$ cat config.mk
export PLATFORM = sky130hd
export DESIGN_NAME = uart_rx_core
export DESIGN_NICKNAME = d
export VERILOG_FILES = /design/src/rtl/uart_pkg.sv /design/src/rtl/uart_baud_gen.sv /design/src/rtl/uart_rx_core.sv
export SDC_FILE = /design/constraint.sdc
export NUM_CORES = 1
export LEC_CHECK = 0
export BUFFER_PORTS_ARGS = -buffer_cell sky130_fd_sc_hd__buf_2
export CAP_MARGIN = 5
export CORE_UTILIZATION = 59
export CTS_BUF_LIST = sky130_fd_sc_hd__clkbuf_8
export CTS_CLUSTER_DIAMETER = 120
export CTS_CLUSTER_SIZE = 40
export DETAILED_ROUTE_END_ITERATION = 10
export HOLD_SLACK_MARGIN = 0.02
export PLACE_DENSITY = 0.86
export SLEW_MARGIN = 15
export SYNTH_ARGS = -nofsm -noshare
export SYNTH_HDL_FRONTEND = slang
export SYNTH_HIERARCHICAL = 1
export SYNTH_SLANG_ARGS = --single-unit
$ cat constraint.sdc
create_clock -name clk -period 3.06 [get_ports clk]
set_input_delay 0.153 -clock clk [delete_from_list [all_inputs] [get_ports clk]]
set_output_delay 0.153 -clock clk [all_outputs]
set_load 0.03 [all_outputs]
$ cat src/rtl/uart_pkg.sv
// rtl/uart_pkg.sv - shared UART types and frame constants
package uart_pkg;

  typedef enum logic [2:0] {
    IDLE,
    START,
    DATA,
    PARITY,
    STOP
  } rx_state_t;

  localparam int OVERSAMPLE_DEF   = 16;
  localparam int FRAME_BITS_NOPAR = 10;
  localparam int FRAME_BITS_PAR   = 11;

endpackage

$ cat src/rtl/uart_baud_gen.sv
// rtl/uart_baud_gen.sv - divisor counter emitting one tick every i_div+1 clocks
module uart_baud_gen #(
  parameter int DIV_WIDTH = 16
) (
  input  logic                 clk,
  input  logic                 rst_n,
  input  logic                 i_clr,
  input  logic [DIV_WIDTH-1:0] i_div,
  output logic                 o_tick
);

  logic [DIV_WIDTH-1:0] r_cnt;
  logic                 w_hit;

  assign w_hit  = (r_cnt == i_div);
  assign o_tick = w_hit;

  always_ff @(posedge clk or negedge rst_n) begin
    if (!rst_n) begin
      r_cnt <= '0;
    end else if (i_clr || w_hit) begin
      r_cnt <= '0;
    end else begin
      r_cnt <= r_cnt + DIV_WIDTH'(1);
    end
  end

endmodule

$ cat src/rtl/uart_rx_core.sv
// rtl/uart_rx_core.sv - 16x oversampled UART receiver, 8 data bits LSB first.
// Optional parity bit compiled in with UART_RX_PARITY_EN.
module uart_rx_core
  import uart_pkg::*;
#(
  parameter int OVERSAMPLE = OVERSAMPLE_DEF,
  parameter int DIV_WIDTH  = 16
) (
  input  logic                 clk,
  input  logic                 rst_n,
  input  logic                 rx_in,
  input  logic                 rx_en,
  input  logic [DIV_WIDTH-1:0] baud_div,
`ifdef UART_RX_PARITY_EN
  input  logic                 parity_odd,
`endif
  output logic [7:0]           data_out,
  output logic                 rx_valid,
  output logic                 frame_err,
  output logic                 parity_err,
  output logic                 busy
);

  localparam int TW = $clog2(OVERSAMPLE);
  localparam logic [TW-1:0] HALF_T = TW'(OVERSAMPLE / 2 - 1);
  localparam logic [TW-1:0] LAST_T = TW'(OVERSAMPLE - 1);

  rx_state_t r_state, w_state_nxt;
  logic          r_sync1, r_sync2;
  logic [TW-1:0] r_tcnt;
  logic [2:0]    r_bcnt;
  logic [7:0]    r_shift, r_data;
  logic          r_par_err, r_armed;
  logic          r_valid, r_ferr, r_perr;
  logic          w_rxs, w_tick, w_start, w_mid, w_bit_end;
  logic          w_ok, w_ferr, w_perr;
`ifdef UART_RX_PARITY_EN
  logic          w_par_bad;
  assign w_par_bad = w_rxs != (^r_shift ^ parity_odd);
`endif

  assign w_rxs     = r_sync2;
  assign w_mid     = w_tick && (r_tcnt == HALF_T);
  assign w_bit_end = w_tick && (r_tcnt == LAST_T);

  uart_baud_gen #(.DIV_WIDTH(DIV_WIDTH)) u_baud (
    .clk    (clk),
    .rst_n  (rst_n),
    .i_clr  (w_start),
    .i_div  (baud_div),
    .o_tick (w_tick)
  );

  always_comb begin
    w_state_nxt = r_state;
    w_start     = 1'b0;
    w_ok        = 1'b0;
    w_ferr      = 1'b0;
    w_perr      = 1'b0;
    case (r_state)
      IDLE: if (r_armed && !w_rxs) begin
        w_start     = 1'b1;
        w_state_nxt = START;
      end
      START: if (w_mid) w_state_nxt = w_rxs ? IDLE : DATA;
`ifdef UART_RX_PARITY_EN
      DATA:   if (w_bit_end && r_bcnt == 3'd7) w_state_nxt = PARITY;
      PARITY: if (w_bit_end) w_state_nxt = STOP;
`else
      DATA:   if (w_bit_end && r_bcnt == 3'd7) w_state_nxt = STOP;
`endif
      STOP: if (w_bit_end) begin
        // Leave at mid-stop so a back-to-back start edge is caught.
        w_state_nxt = IDLE;
        if (!w_rxs)         w_ferr = 1'b1;
        else if (r_par_err) w_perr = 1'b1;
        else                w_ok   = 1'b1;
      end
      default: w_state_nxt = IDLE;
    endcase
    if (!rx_en) begin
      w_state_nxt = IDLE;
      w_start     = 1'b0;
      w_ok        = 1'b0;
      w_ferr      = 1'b0;
      w_perr      = 1'b0;
    end
  end

  always_ff @(posedge clk or negedge rst_n) begin
    if (!rst_n) begin
      r_state   <= IDLE;
      r_sync1   <= 1'b1;
      r_sync2   <= 1'b1;
      r_tcnt    <= '0;
      r_bcnt    <= '0;
      r_shift   <= '0;
      r_data    <= '0;
      r_par_err <= 1'b0;
      r_armed   <= 1'b0;
      r_valid   <= 1'b0;
      r_ferr    <= 1'b0;
      r_perr    <= 1'b0;
    end else begin
      r_sync1 <= rx_in;
      r_sync2 <= r_sync1;
      r_state <= w_state_nxt;
      r_valid <= w_ok;
      r_ferr  <= w_ferr;
      r_perr  <= w_perr;
      // A break leaves the line low; stay disarmed until it idles high again.
      if (w_rxs)       r_armed <= 1'b1;
      else if (w_ferr) r_armed <= 1'b0;
      if (w_ok) r_data <= r_shift;
      if (w_start) begin
        r_tcnt    <= '0;
        r_bcnt    <= '0;
        r_par_err <= 1'b0;
      end else if (w_tick && r_state != IDLE) begin
        if ((r_state == START && w_mid) || w_bit_end) r_tcnt <= '0;
        else                                          r_tcnt <= r_tcnt + TW'(1);
        if (r_state == DATA && w_bit_end) begin
          r_shift <= {w_rxs, r_shift[7:1]};
          r_bcnt  <= r_bcnt + 3'd1;
        end
`ifdef UART_RX_PARITY_EN
        if (r_state == PARITY && w_bit_end) r_par_err <= w_par_bad;
`endif
      end
    end
  end

  assign data_out   = r_data;
  assign rx_valid   = r_valid;
  assign frame_err  = r_ferr;
  assign parity_err = r_perr;
  assign busy       = (r_state != IDLE);

endmodule

# Yosys cells after proc, flatten, opt, wreduce, memory -nomap -nowiden
# Index checks and enable logic that the tools add are counted.
# totals
ramBits,0
input_bits,20
mem_count,0
ff_bits,47
out_inout_bits,12
word_cells,71
latchBits,0
rom_bits,0
# op_classes
addsub,3
div,0
multipliers,0
n_mux,27
eq_ne,11
n_bitwise,1
shifts,0
magnitude_cmp,0
reduce_logical,18
# op_table
op,n
$mux 3,8
$add 16x1->16 const B,1
$eq 16x16->1,1
$mux 16,1
$mux 1,13
$mux 4,3
$ne 3x3->1 const B,4
$pmux 3 s4,1
$logic_and 1x1->1,7
$eq 3x3->1 const B,2
$reduce_bool 2->1,3
$add 4x1->4 const B,1
$eq 4x3->1 const B,1
$eq 4x4->1 const B,1
$reduce_and 4->1,1
$add 3x1->3 const B,1
$eq 3x1->1 const B,1
$eq 3x2->1 const B,1
$logic_not 3->1,1
$reduce_and 3->1,1
$reduce_bool 3->1,1
$logic_or 1x1->1,2
$mux 2,1
$reduce_and 2->1,1
other kinds (2),2

# Logic depth before layout (Yosys ltp)
# Gate-level depths: netlist (run 1).
# logic_depth
word_depth,7
ltp_mapped,8
ltp_nobuf,6

# Modules after synthesis
# Netlist (run 1), hierarchy kept.
# modules_own_cells
module,cells_per_inst,area_per_inst_um2,seq_area_each_um2,n_inst
uart_rx_core,104,1388.8,778.2,1
uart_baud_gen,100,982.2,400.4,1

# Least setup slack after synthesis (run 1)
# Ideal clock, no wire load.
# synth_timing
path_type,register -> register
start,reg u_baud.r_cnt[5]
end,reg r_shift[0]
period_less_slack_ps,2525
required_time_ps,2935
arrival_time_ps,2400
n_path_buf,2
path_slack_ps,535
setup_time_ps,125
path_stages_with_launch,9
cell_sequence,dfrtp_1 -> buf_6 -> xnor2_2 -> nand4_2 -> nor4_1 -> nand4_2 -> or3_4 -> buf_6 -> mux2_4
# synth_via
elab_chain_len,4
elab_cells_between_ends,5
classes_between,eq/ne (1); reduce/logical (4)
# synth_lines
item,line_no,source
"start, declared",uart_baud_gen.sv:12,logic [DIV_WIDTH-1:0] r_cnt;
"start signal, assigned",uart_baud_gen.sv:24,r_cnt <= r_cnt + DIV_WIDTH'(1);
$eq 16x16->1 *,uart_baud_gen.sv:15,assign w_hit = (r_cnt == i_div);
named net w_tick,uart_rx_core.sv:35,"logic w_rxs, w_tick, w_start, w_mid, w_bit_end;"
$logic_and 1x1->1,uart_rx_core.sv:44,assign w_bit_end = w_tick && (r_tcnt == LAST_T);
$logic_and 1x1->1,uart_rx_core.sv:122,if (r_state == DATA && w_bit_end) begin
$reduce_and 3->1 (no source line) *,n/a,
"end signal, assigned",uart_rx_core.sv:123,"r_shift <= {w_rxs, r_shift[7:1]};"
"end, declared",uart_rx_core.sv:32,"logic [7:0] r_shift, r_data;"
# Mark *: on every way through the listed nets, which the timed path passes. The rest lies on a longest branch.
# A chain may end at the register's enable or synchronous reset.

# Worst setup path after layout (run 1)
# layout_timing
start,reg u_baud.r_cnt[2]
end,reg r_shift[5]
# The elaborated chain is that of the path after synthesis.

==> results of run 1 <==
-- repair_timing --
action                                 in CTS  in global routing
endpoints found under the hold margin       1                 20
hold buffers                                1                  1
resized for setup                           0                  0
-- how the worst max path moves through the flow --
stage,start,to,slack (ns),depth (start not counted)
final,u_baud/r_cnt[2]$_DFF_PN0_,r_shift[5]$_DFFE_PN0P_,0.65,7
after global routing,u_baud/r_cnt[2]$_DFF_PN0_,r_shift[5]$_DFFE_PN0P_,0.49,7
after global placement,u_baud/r_cnt[6]$_DFF_PN0_,r_shift[3]$_DFFE_PN0P_,0.69,7
after floorplan,u_baud/r_cnt[5]$_DFF_PN0_,r_shift[0]$_DFFE_PN0P_,0.53,8
after CTS,u_baud/r_cnt[2]$_DFF_PN0_,r_shift[5]$_DFFE_PN0P_,0.66,7
after detailed placement,u_baud/r_cnt[2]$_DFF_PN0_,r_shift[4]$_DFFE_PN0P_,0.68,7
-- cell usage in the layout, fill, tap and decap left out, types with 5 or more instances in the layout --
cell type,Yosys,routed
dfrtp_1,45,45
xnor2_1,21,21
o21ai_0,5,5
xor2_1,5,5
nand2_1,6,6
nand3_1,8,8
inv_1,9,9
mux2_4,7,7
nand4_1,7,7
nor2_1,18,18
clkbuf_8,0,5
mux2_2,9,9
buf_2,0,30
-- per-layer routing --
metal  vias to the layer above  global-route usage (%)  share of wire [%]
li1                        799                       -                  -
met1                       797                   32.02                 46
met2                        59                   36.21                 48
met3                         8                   6.597                4.6
met4                         0                   5.978                1.2
met5                         -                       0                  0
-- area by class of cell --
class	count	area [sq um]	area share, %
Inverter	9	33.78	1.251
Sequential cell	47	1179	43.65
Tap cell	48	60.06	2.224
Clock inverter	3	47.55	1.761
Timing Repair Buffer	34	197.7	7.322
Multi-Input combinational cell	143	1114	41.24
Clock buffer	5	68.82	2.549
-- metrics by stage --
step	total power, uW	utilization [%]
2_1_floorplan	801.2	-
3_3_place_gp	844.0	67.95
3_5_place_dp	851.0	67.95
4_1_cts	1318	71.32
5_1_grt	1375	72.13
6_report	1309	72.13
-- power by group through the flow --
stage	clock network, uW	registers, uW	logic, uW
finish	465	687	157
global placement	0	697	147
detailed placement	0	699	152
floorplan	0	691	110
CTS	478	687	154
global route	505	691	179
-- critical path: stages, from the launching register on --
cell and delay, ns:
dfrtp_1 0.46, xnor2_1 0.22, nand4_1 0.20, nor4_1 0.30, buf_4 0.18, nand4_2 0.12
or3_4 0.51, mux2_4 0.33
-- state kept, by name, indices dropped and copies added (netlist names), 3 cells and up --
| name | cells |
|---|---|
| u_baud/r_cnt | 16 |
| data_out | 8 |
| r_shift | 8 |
| r_tcnt | 4 |
| r_bcnt | 3 |
| r_state | 3 |
-- kinds of logic after synthesis --
| family | after synthesis | share of synthesized area [%] |
|---|---|---|
| other | 1 | 0.1582 |
| DFF | 47 | 49.71 |
| AOI/OAI and AO/OA | 24 | 7.916 |
| buffers and inverters | 14 | 3.324 |
| xor gates and xnor gates | 27 | 10.29 |
| muxes | 19 | 9.974 |
| adders and majority gates | 4 | 2.111 |
| and+or+nand+nor | 68 | 16.52 |
==> run summary, run 1 <==
======================================================================================
Hold Violations, Final                                                               0
Most common cell in the synthesized netlist                                    dfrtp_1
Fraction of power spent switching nets                                          25.89%
Via count of the first global-routing pass                                        1579
Synth Flop Type                                                                dfrtp_1
Switching pwr                                                                 338.8 uW
Ratio of final minimum period to clock period                                   78.80%
Count of cells along the worst register-to-register path                             7
GRT Total Usage                                                                 23.25%
Syn. warnings                                                                        6
Average routed wire per standard cell                                     15.64 microns
Clock period minus final worst setup slack                                    2.411 ns
Worst reg2reg path endpoint                                               r_shift[5]$_DFFE_PN0P_
Wire length of the first global-routing pass                                  7.376 mm
Antenna cell count                                                                   0
Starting DRC count in detailed routing                                             130
Most area-consuming cells after synthesis                                 dfrtp_1, xnor2_1, mux2_4
Fmax                                                                         414.7 MHz
Post-synthesis instance area                                                2371 sq um
Largest net degree at the start of global routing                                   48
Buffers on Ports                                                                    30
Bufs on Longest Clock Path                                                           2
Area overhead of the layout relative to synthesis                               13.88%
Core box area                                                               3744 sq um
Die H                                                                     65.40 microns
Total placed instance area                                                  2544 sq um
Worst setup SP type                                                          flip-flop
Number of endpoints failing setup at the final stage                                 0
Largest area contributor in the netlist                                        dfrtp_1
Number of cells on the worst hold path                                               4
Category of the most critical setup path                                  flip-flop to flip-flop
Area of the die                                                             4277 sq um
Hold Crit Start                                                                  rx_en
Number of sinks on the clock net                                                    47
Initial core utilization                                                        63.34%
Die Width                                                                 65.40 microns
DR vias                                                                           1663
Antenna violations before repair                                                     0
Setup repair after global routing missed its margin                                 no
Post-route worst setup slack                                                 0.6487 ns
Number of vias per cell                                                          5.754
Leading post-synthesis cells by instance count                            dfrtp_1, xnor2_1, nor2_1
Max_slew headroom                                                               41.56%
Half-perimeter wire length after detailed placement                           3.017 mm
Seq pwr share                                                                    52.5%
Total I/O pin count                                                                 32
Share of power burned in combinational logic                                     12.0%
Total setup buffers inserted after CTS                                               0
Filler cell count                                                                  269
Final-layout setup total negative slack                                           0 ns
Cell row count                                                                      22
Number of enable-type register cells in the synthesized netlist                      0
Aggregate routed wire length                                                  4.519 mm
Clock Skew                                                                 0.008090 ns
Post-Synthesis Cells                                                               204
Fraction of registers with async set/reset                                      100.0%
Post-route design area                                                      2700 sq um
Category of the worst setup path capture point                               flip-flop
Number of H-tree levels                                                              2
Number of distinct standard cells referenced by the synthesized netlist             44
Clock network latency to the later pin of the worst-skew pair                  0.30 ns
Final worst hold slack                                                       0.3083 ns
Placer congestion estimate                                                      0.8566
Number of storage elements in the synthesis netlist                                 47
Power per Cell Area                                                       484.7 nW/um^2
Synthesized net count                                                              228
Measured slew at the worst slew-check pin                                    0.8736 ns
Layout Nets                                                                        264
Leak                                                                       0.001348 uW
Post-synthesis area per instance                                           11.62 sq um
Maximum net fanout on the critical path                                             11
Share of final-layout standard cells stronger than drive strength 1             28.22%
Max cap viols                                                                        0
TritonCTS clock tree                                                             built
Max Slew Vio Count                                                                   0
Result of the run                                                            completed
Global route overflow                                                                0
Startpoint of the worst register-to-register path                         u_baud/r_cnt[2]$_DFF_PN0_
Final antenna-violating net count                                                    0
Internal Dissipation                                                          970.0 uW
Buffer cell driving the clock tree root                                       clkbuf_8
Placed insts                                                                       278
Count of placed standard cells in the final layout, fillers left out               289
Data required time of the critical path                                        3.25 ns
Sequential fraction of the synthesis area                                       49.71%
CTS Buf Count                                                                        5
Share of Yosys cell area claimed by the top area cell type                      47.49%
Number of iterations in the first detailed-routing pass                              4
Hold crit path type                                                       primary input to flip-flop
Proportion of power drawn by the clock network                                   35.5%
Endpoint of the worst hold-timing path                                    frame_err$_DFF_PN0_
Critical path data arrival time                                                2.60 ns
Worst IR Drop VDD                                                          0.0004377 V
DRC violation count after routing                                                    0
Setup Slack @ Placement                                                      0.6798 ns
Worst setup slack for register-to-register paths                               0.65 ns
Clock slew at reported path FFs                                                0.09 ns
======================================================================================
Power figures use the tool's default switching activity.
==> run 2, diff against run 1 <==
clock period = 2.23 ns   (was 3.06 ns; I/O delays follow)
==> run 2 against run 1 <==
The flow now finishes with violations (setup timing). Via count up 12%. Die area stayed put. Register-to-register slack worse by 0.66 ns. Sequential share of layout area down 2.8 points. Maximum frequency grew 7.6%. Sequential cell count is the same. Cell count up 7.6%. First-iteration DRC count rose by 26%. Clock power increased by 35%. Highest routed layer unchanged.
==> run summary, run 2 (synthesis gave the netlist of run 1 again) <==
==================================================================================
Cell row count                                                                  22
Wire length of the first global-routing pass                              7.990 mm
Antenna cell count                                                               0
DRC violation count after routing                                                0
Number of sinks on the clock net                                                47
Via count of the first global-routing pass                                    1752
Die Width                                                             65.40 microns
Share of final-layout standard cells stronger than drive strength 1         35.74%
Max cap viols                                                                    0
Register with the most flip-flops                                     u_baud/r_cnt
Buffers on Ports                                                                30
Setup Slack @ Placement                                                -0.04663 ns
TritonCTS clock tree                                                         built
Core box area                                                           3744 sq um
Clock network latency to the later pin of the worst-skew pair              0.32 ns
Antenna violations before repair                                                 0
Clock Skew                                                              0.01391 ns
Initial core utilization                                                    63.34%
Worst setup SP type                                                      flip-flop
Fmax                                                                     446.1 MHz
Die H                                                                 65.40 microns
Max Slew Vio Count                                                               0
Filler cell count                                                              237
Starting DRC count in detailed routing                                         164
Placer congestion estimate                                                  0.8977
Flip-flop and latch area                                                1179 sq um
Clock slew at reported path FFs                                            0.09 ns
Area of the multi-input gates                                           1159 sq um
Total power after layout                                                   1830 uW
Total I/O pin count                                                             32
Aggregate routed wire length                                              5.262 mm
Measured slew at the worst slew-check pin                                0.6966 ns
CTS Buf Count                                                                    5
Leading cell type in the layout, fill and taps excluded                    dfrtp_1
Bufs on Longest Clock Path                                                       2
Commonest cells after routing, fill and taps aside                    dfrtp_1, buf_2, buf_4, xnor2_1, nor2_1
Half-perimeter wire length after detailed placement                       3.364 mm
Leak                                                                   0.001445 uW
Result of the run                                                     complete, but fails checks
Number of endpoints failing setup at the final stage                             5
Hold Violations, Final                                                           0
Area overhead of the layout relative to synthesis                           21.74%
Hold crit path type                                                   primary input to async pin
Final antenna-violating net count                                                0
Post-route worst setup slack                                           -0.01156 ns
Category of the worst setup path capture point                           flip-flop
Violated checks                                                       setup timing
Largest net degree at the start of global routing                               27
Global route overflow                                                            0
Clock period minus final worst setup slack                                2.242 ns
Area of the die                                                         4277 sq um
Largest register FFs                                                            16
Max_slew headroom                                                           53.16%
Setup repair after global routing missed its margin                            yes
Number of H-tree levels                                                          2
Category of the most critical setup path                              flip-flop to flip-flop
Number of vias per cell                                                      5.971
Data required time of the critical path                                    2.44 ns
Layout Nets                                                                    286
Maximum net fanout on the critical path                                          6
DR vias                                                                       1857
GRT Total Usage                                                             25.67%
Power per Cell Area                                                   633.9 nW/um^2
Worst IR Drop VDD                                                      0.0006399 V
Critical path data arrival time                                            2.45 ns
Number of iterations in the first detailed-routing pass                          4
Buffer cell driving the clock tree root                                   clkbuf_8
Average routed wire per standard cell                                 16.92 microns
Ratio of final minimum period to clock period                               100.5%
==================================================================================
==> run 2: changes by cell type in the layout (fill, tap and decap cells not counted), sizes merged <==
| cell | change |
|---|---|
| buf | +21 |
| clkinv | +1 |
| inv | -1 |
| or3 | +1 |
==> run 2: power by group <==
group / leakage, uW / switching [uW] / internal, uW
clock: 0.0000581 / 293 / 334
combinational: 0.000750 / 143 / 127
sequential: 0.000637 / 41.8 / 892
total: 0.00145 / 478 / 1350
==> run 2: area by class of cell <==
| cell class | count | area share, % |
|---|---|---|
| Tap cell | 48 | 2.081 |
| Clock buffer | 5 | 2.384 |
| Timing Repair Buffer | 55 | 11.88 |
| Inverter | 9 | 1.170 |
| Sequential cell | 47 | 40.83 |
| Multi-Input combinational cell | 144 | 40.14 |
| Clock inverter | 3 | 1.517 |
==> run 2: metal layers <==
layer | vias up | wire, microns | track usage [%]
li1 | 843 | - | -
met1 | 919 | 2296 | 33.22
met2 | 78 | 2466 | 39.95
met3 | 17 | 352 | 7.986
met4 | 0 | 145 | 10.60
met5 | - | 0 | 0
==> run 2: worst paths after layout <==
kind,end,start,cells after the start,slack (ns)
setup / recovery,r_shift[5]$_DFFE_PN0P_,u_baud/r_cnt[11]$_DFF_PN0_,6,-0.01
hold / removal,u_baud/r_cnt[14]$_DFF_PN0_,rst_n,2,0.13
setup reg to reg,r_shift[5]$_DFFE_PN0P_,u_baud/r_cnt[11]$_DFF_PN0_,6,-0.01
hold reg to reg,r_sync2$_DFF_PN1_,r_sync1$_DFF_PN1_,0,0.36
max in group asynchronous,r_sync2$_DFF_PN1_,rst_n,3,1.51
min in group clk,r_state[1]$_DFFE_PN0P_,rx_en,3,0.27
==> run 2: stage by stage <==
stage          utilization (%)  TNS [ns]  cell area, sq um  hold WS [ns]  cells
6_report                 77.11  -0.03659              2887        0.1326    311
5_1_grt                  77.11    -1.816              2887        0.1623    311
4_1_cts                  75.74         0              2835        0.1286    306
3_5_place_dp             71.76   -0.4583              2686      -0.06618    295
3_3_place_gp             71.76         0              2686      -0.06606    295
2_1_floorplan                -         0              2390       -0.1841    204
==> run 2: repair_timing <==
item	4_1_cts	5_1_grt
hold buffers	2	0
pin swaps	1	3
resized for setup	1	4
hold endpoints to repair	46	0
setup endpoints to repair	16	18
buffers inserted	1	4
cloned	0	1
==> run 2: critical path, stage by stage (launching register included) <==
cell	delay (ns)
dfrtp_1	0.41
xnor2_1	0.20
nand4_1	0.20
nor4_4	0.40
nand4_2	0.17
or3_4	0.43
mux2_4	0.32
==> run 3, diff against run 2 <==
SKIP_CTS_REPAIR_TIMING = 1   (was not set)
TNS_END_PERCENT = 50   (was not set)
==> run 3 against run 2 <==
The run still ends with setup timing left. Count of clock-buffer cells in the layout unchanged. Maximum frequency decreased by 6.5%. Register-to-register slack got worse by 0.15 ns. First-iteration DRC count increased by 14%. Combinational power increased by 4%. Hold slack improved by 0.0047 ns. Via count increased by 0.70%. Total power increased by 0.65%. Critical path type unchanged.
==> run summary, run 3 (synthesis gave the netlist of run 1 again) <==
==================================================================================
Number of vias per cell                                                      5.994
Bufs on Longest Clock Path                                                       2
End point of the critical path                                        r_shift[1]$_DFFE_PN0P_
Flip-flop and latch area                                                1180 sq um
List of cells traversed by the critical path                          xnor2_1 > nand4_1 > nor4_4 > nand4_2 > or3_4 > buf_2 > mux2_4
Setup repair after global routing missed its margin                            yes
Max_slew headroom                                                           51.85%
Hold Violations, Final                                                           0
Cell row count                                                                  22
Number of H-tree levels                                                          2
Area of the multi-input gates                                           1157 sq um
Number of iterations in the first detailed-routing pass                          4
Antenna violations before repair                                                 0
Maximum net fanout on the critical path                                          5
Worst setup SP type                                                      flip-flop
Commonest cells after routing, fill and taps aside                    dfrtp_1, buf_2, buf_4, xnor2_1, nor2_1
Final antenna-violating net count                                                0
Hold crit path type                                                   primary input to async pin
Via count of the first global-routing pass                                    1681
Die H                                                                 65.40 microns
Top cell family by delay on the critical path                         simple AND/OR/NAND/NOR gates
Worst IR Drop VDD                                                      0.0006514 V
Category of the most critical setup path                              flip-flop to flip-flop
Share of final-layout standard cells stronger than drive strength 1         36.74%
Leading cell type in the layout, fill and taps excluded                    dfrtp_1
Wire length of the first global-routing pass                              7.479 mm
Stages on worst setup path                                                       7
Slowest CP cell                                                            dfrtp_1
Layout Nets                                                                    287
Worst setup slack for register-to-register paths                          -0.17 ns
Buffer cell driving the clock tree root                                   clkbuf_8
Half-perimeter wire length after detailed placement                       3.364 mm
DRC violation count after routing                                                0
Die Width                                                             65.40 microns
Area overhead of the layout relative to synthesis                           22.80%
Number of endpoints failing setup at the final stage                            11
Data required time of the critical path                                    2.43 ns
Fmax                                                                     417.3 MHz
Result of the run                                                     complete, but fails checks
Clock network latency to the later pin of the worst-skew pair              0.31 ns
Average routed wire per standard cell                                 16.77 microns
Measured slew at the worst slew-check pin                                0.7162 ns
Crit-path max cell delay                                                   0.42 ns
Post-route worst setup slack                                            -0.1665 ns
Max Slew Vio Count                                                               0
Ratio of final minimum period to clock period                               107.5%
Largest register FFs                                                            16
Aggregate routed wire length                                              5.231 mm
Clock Skew                                                              0.01270 ns
Largest net degree at the start of global routing                               27
Count of cells along the worst register-to-register path                         7
Antenna cell count                                                               0
Final-layout setup total negative slack                                  -1.395 ns
Critical path data arrival time                                            2.60 ns
Total placed instance area                                              2686 sq um
Total I/O pin count                                                             32
Max cap viols                                                                    0
Number of sinks on the clock net                                                47
Clock period minus final worst setup slack                                2.397 ns
Area of the die                                                         4277 sq um
Power per Cell Area                                                   632.5 nW/um^2
Filler cell count                                                              226
Startpoint of the worst register-to-register path                     u_baud/r_cnt[13]$_DFF_PN0_
Post-route design area                                                  2912 sq um
Register with the most flip-flops                                     u_baud/r_cnt
Buffers on Ports                                                                30
Violated checks                                                       setup timing
Global route overflow                                                            0
Starting DRC count in detailed routing                                         187
Clock slew at reported path FFs                                            0.09 ns
DR vias                                                                       1870
Category of the worst setup path capture point                           flip-flop
Buffers plus inverters on the worst setup path                                   1
Initial core utilization                                                    63.34%
Placer congestion estimate                                                  0.8977
CTS Buf Count                                                                    5
TritonCTS clock tree                                                         built
Launching instance or port of the critical path                       u_baud/r_cnt[13]$_DFF_PN0_
Leak                                                                   0.001463 uW
Core box area                                                           3744 sq um
Worst reg2reg path endpoint                                           r_shift[1]$_DFFE_PN0P_
GRT Total Usage                                                             24.05%
==================================================================================
## run 3: cell count changes in the layout (fill, tap and decap cells not counted), sizes merged
cell / previous run / this run
or3: 4 / 3
buf: 53 / 55
## run 3: power breakdown
group | switching, uW | internal [uW] | total (uW)
combinational | 147 | 133 | 280
clock | 290 | 334 | 624
sequential | 44.6 | 893 | 938
total | 482 | 1360 | 1840
## run 3: per-stage QoR
stage	worst slack [ns]	cells	utilization, %	power [uW]	hold slack, ns
4_1_cts	-0.05991	303	74.77	1822	-0.4033
2_1_floorplan	0.004180	204	-	1103	-0.1841
5_1_grt	-0.2524	312	77.77	1928	0.1602
3_5_place_dp	-0.04663	295	71.76	1202	-0.06618
6_report	-0.1665	312	77.77	1842	0.1374
3_3_place_gp	0.04111	295	71.76	1192	-0.06606
## run 3: how the worst min path moves through the flow
| stage | slack (ns) | depth (start not counted) | endpoint |
|---|---|---|---|
| 4_1_cts | -0.40 | 1 | u_baud/r_cnt[14]$_DFF_PN0_ |
| 3_3_place_gp | -0.07 | 1 | u_baud/r_cnt[14]$_DFF_PN0_ |
| 6_report | 0.14 | 2 | u_baud/r_cnt[14]$_DFF_PN0_ |
| 5_1_grt | 0.16 | 2 | u_baud/r_cnt[14]$_DFF_PN0_ |
| 2_1_floorplan | -0.18 | 0 | data_out[0]$_DFFE_PN0P_ |
| 3_5_place_dp | -0.07 | 1 | u_baud/r_cnt[14]$_DFF_PN0_ |
## run 3: metal layers
metal	up-vias	track usage, %	routed length, microns
met5	-	0	0
met4	0	8.696	175
met3	24	8.160	423
met2	99	36.86	2483
met1	903	31.71	2149
li1	844	-	-
## run 3: cell type report
cell class	instances	share of cell area, %
clock buffer	5	2.364
clock inverter	3	1.504
inverter	9	1.160
multi-input combinational	143	39.75
sequential	47	40.52
tap	48	2.063
timing repair buffer	57	12.63
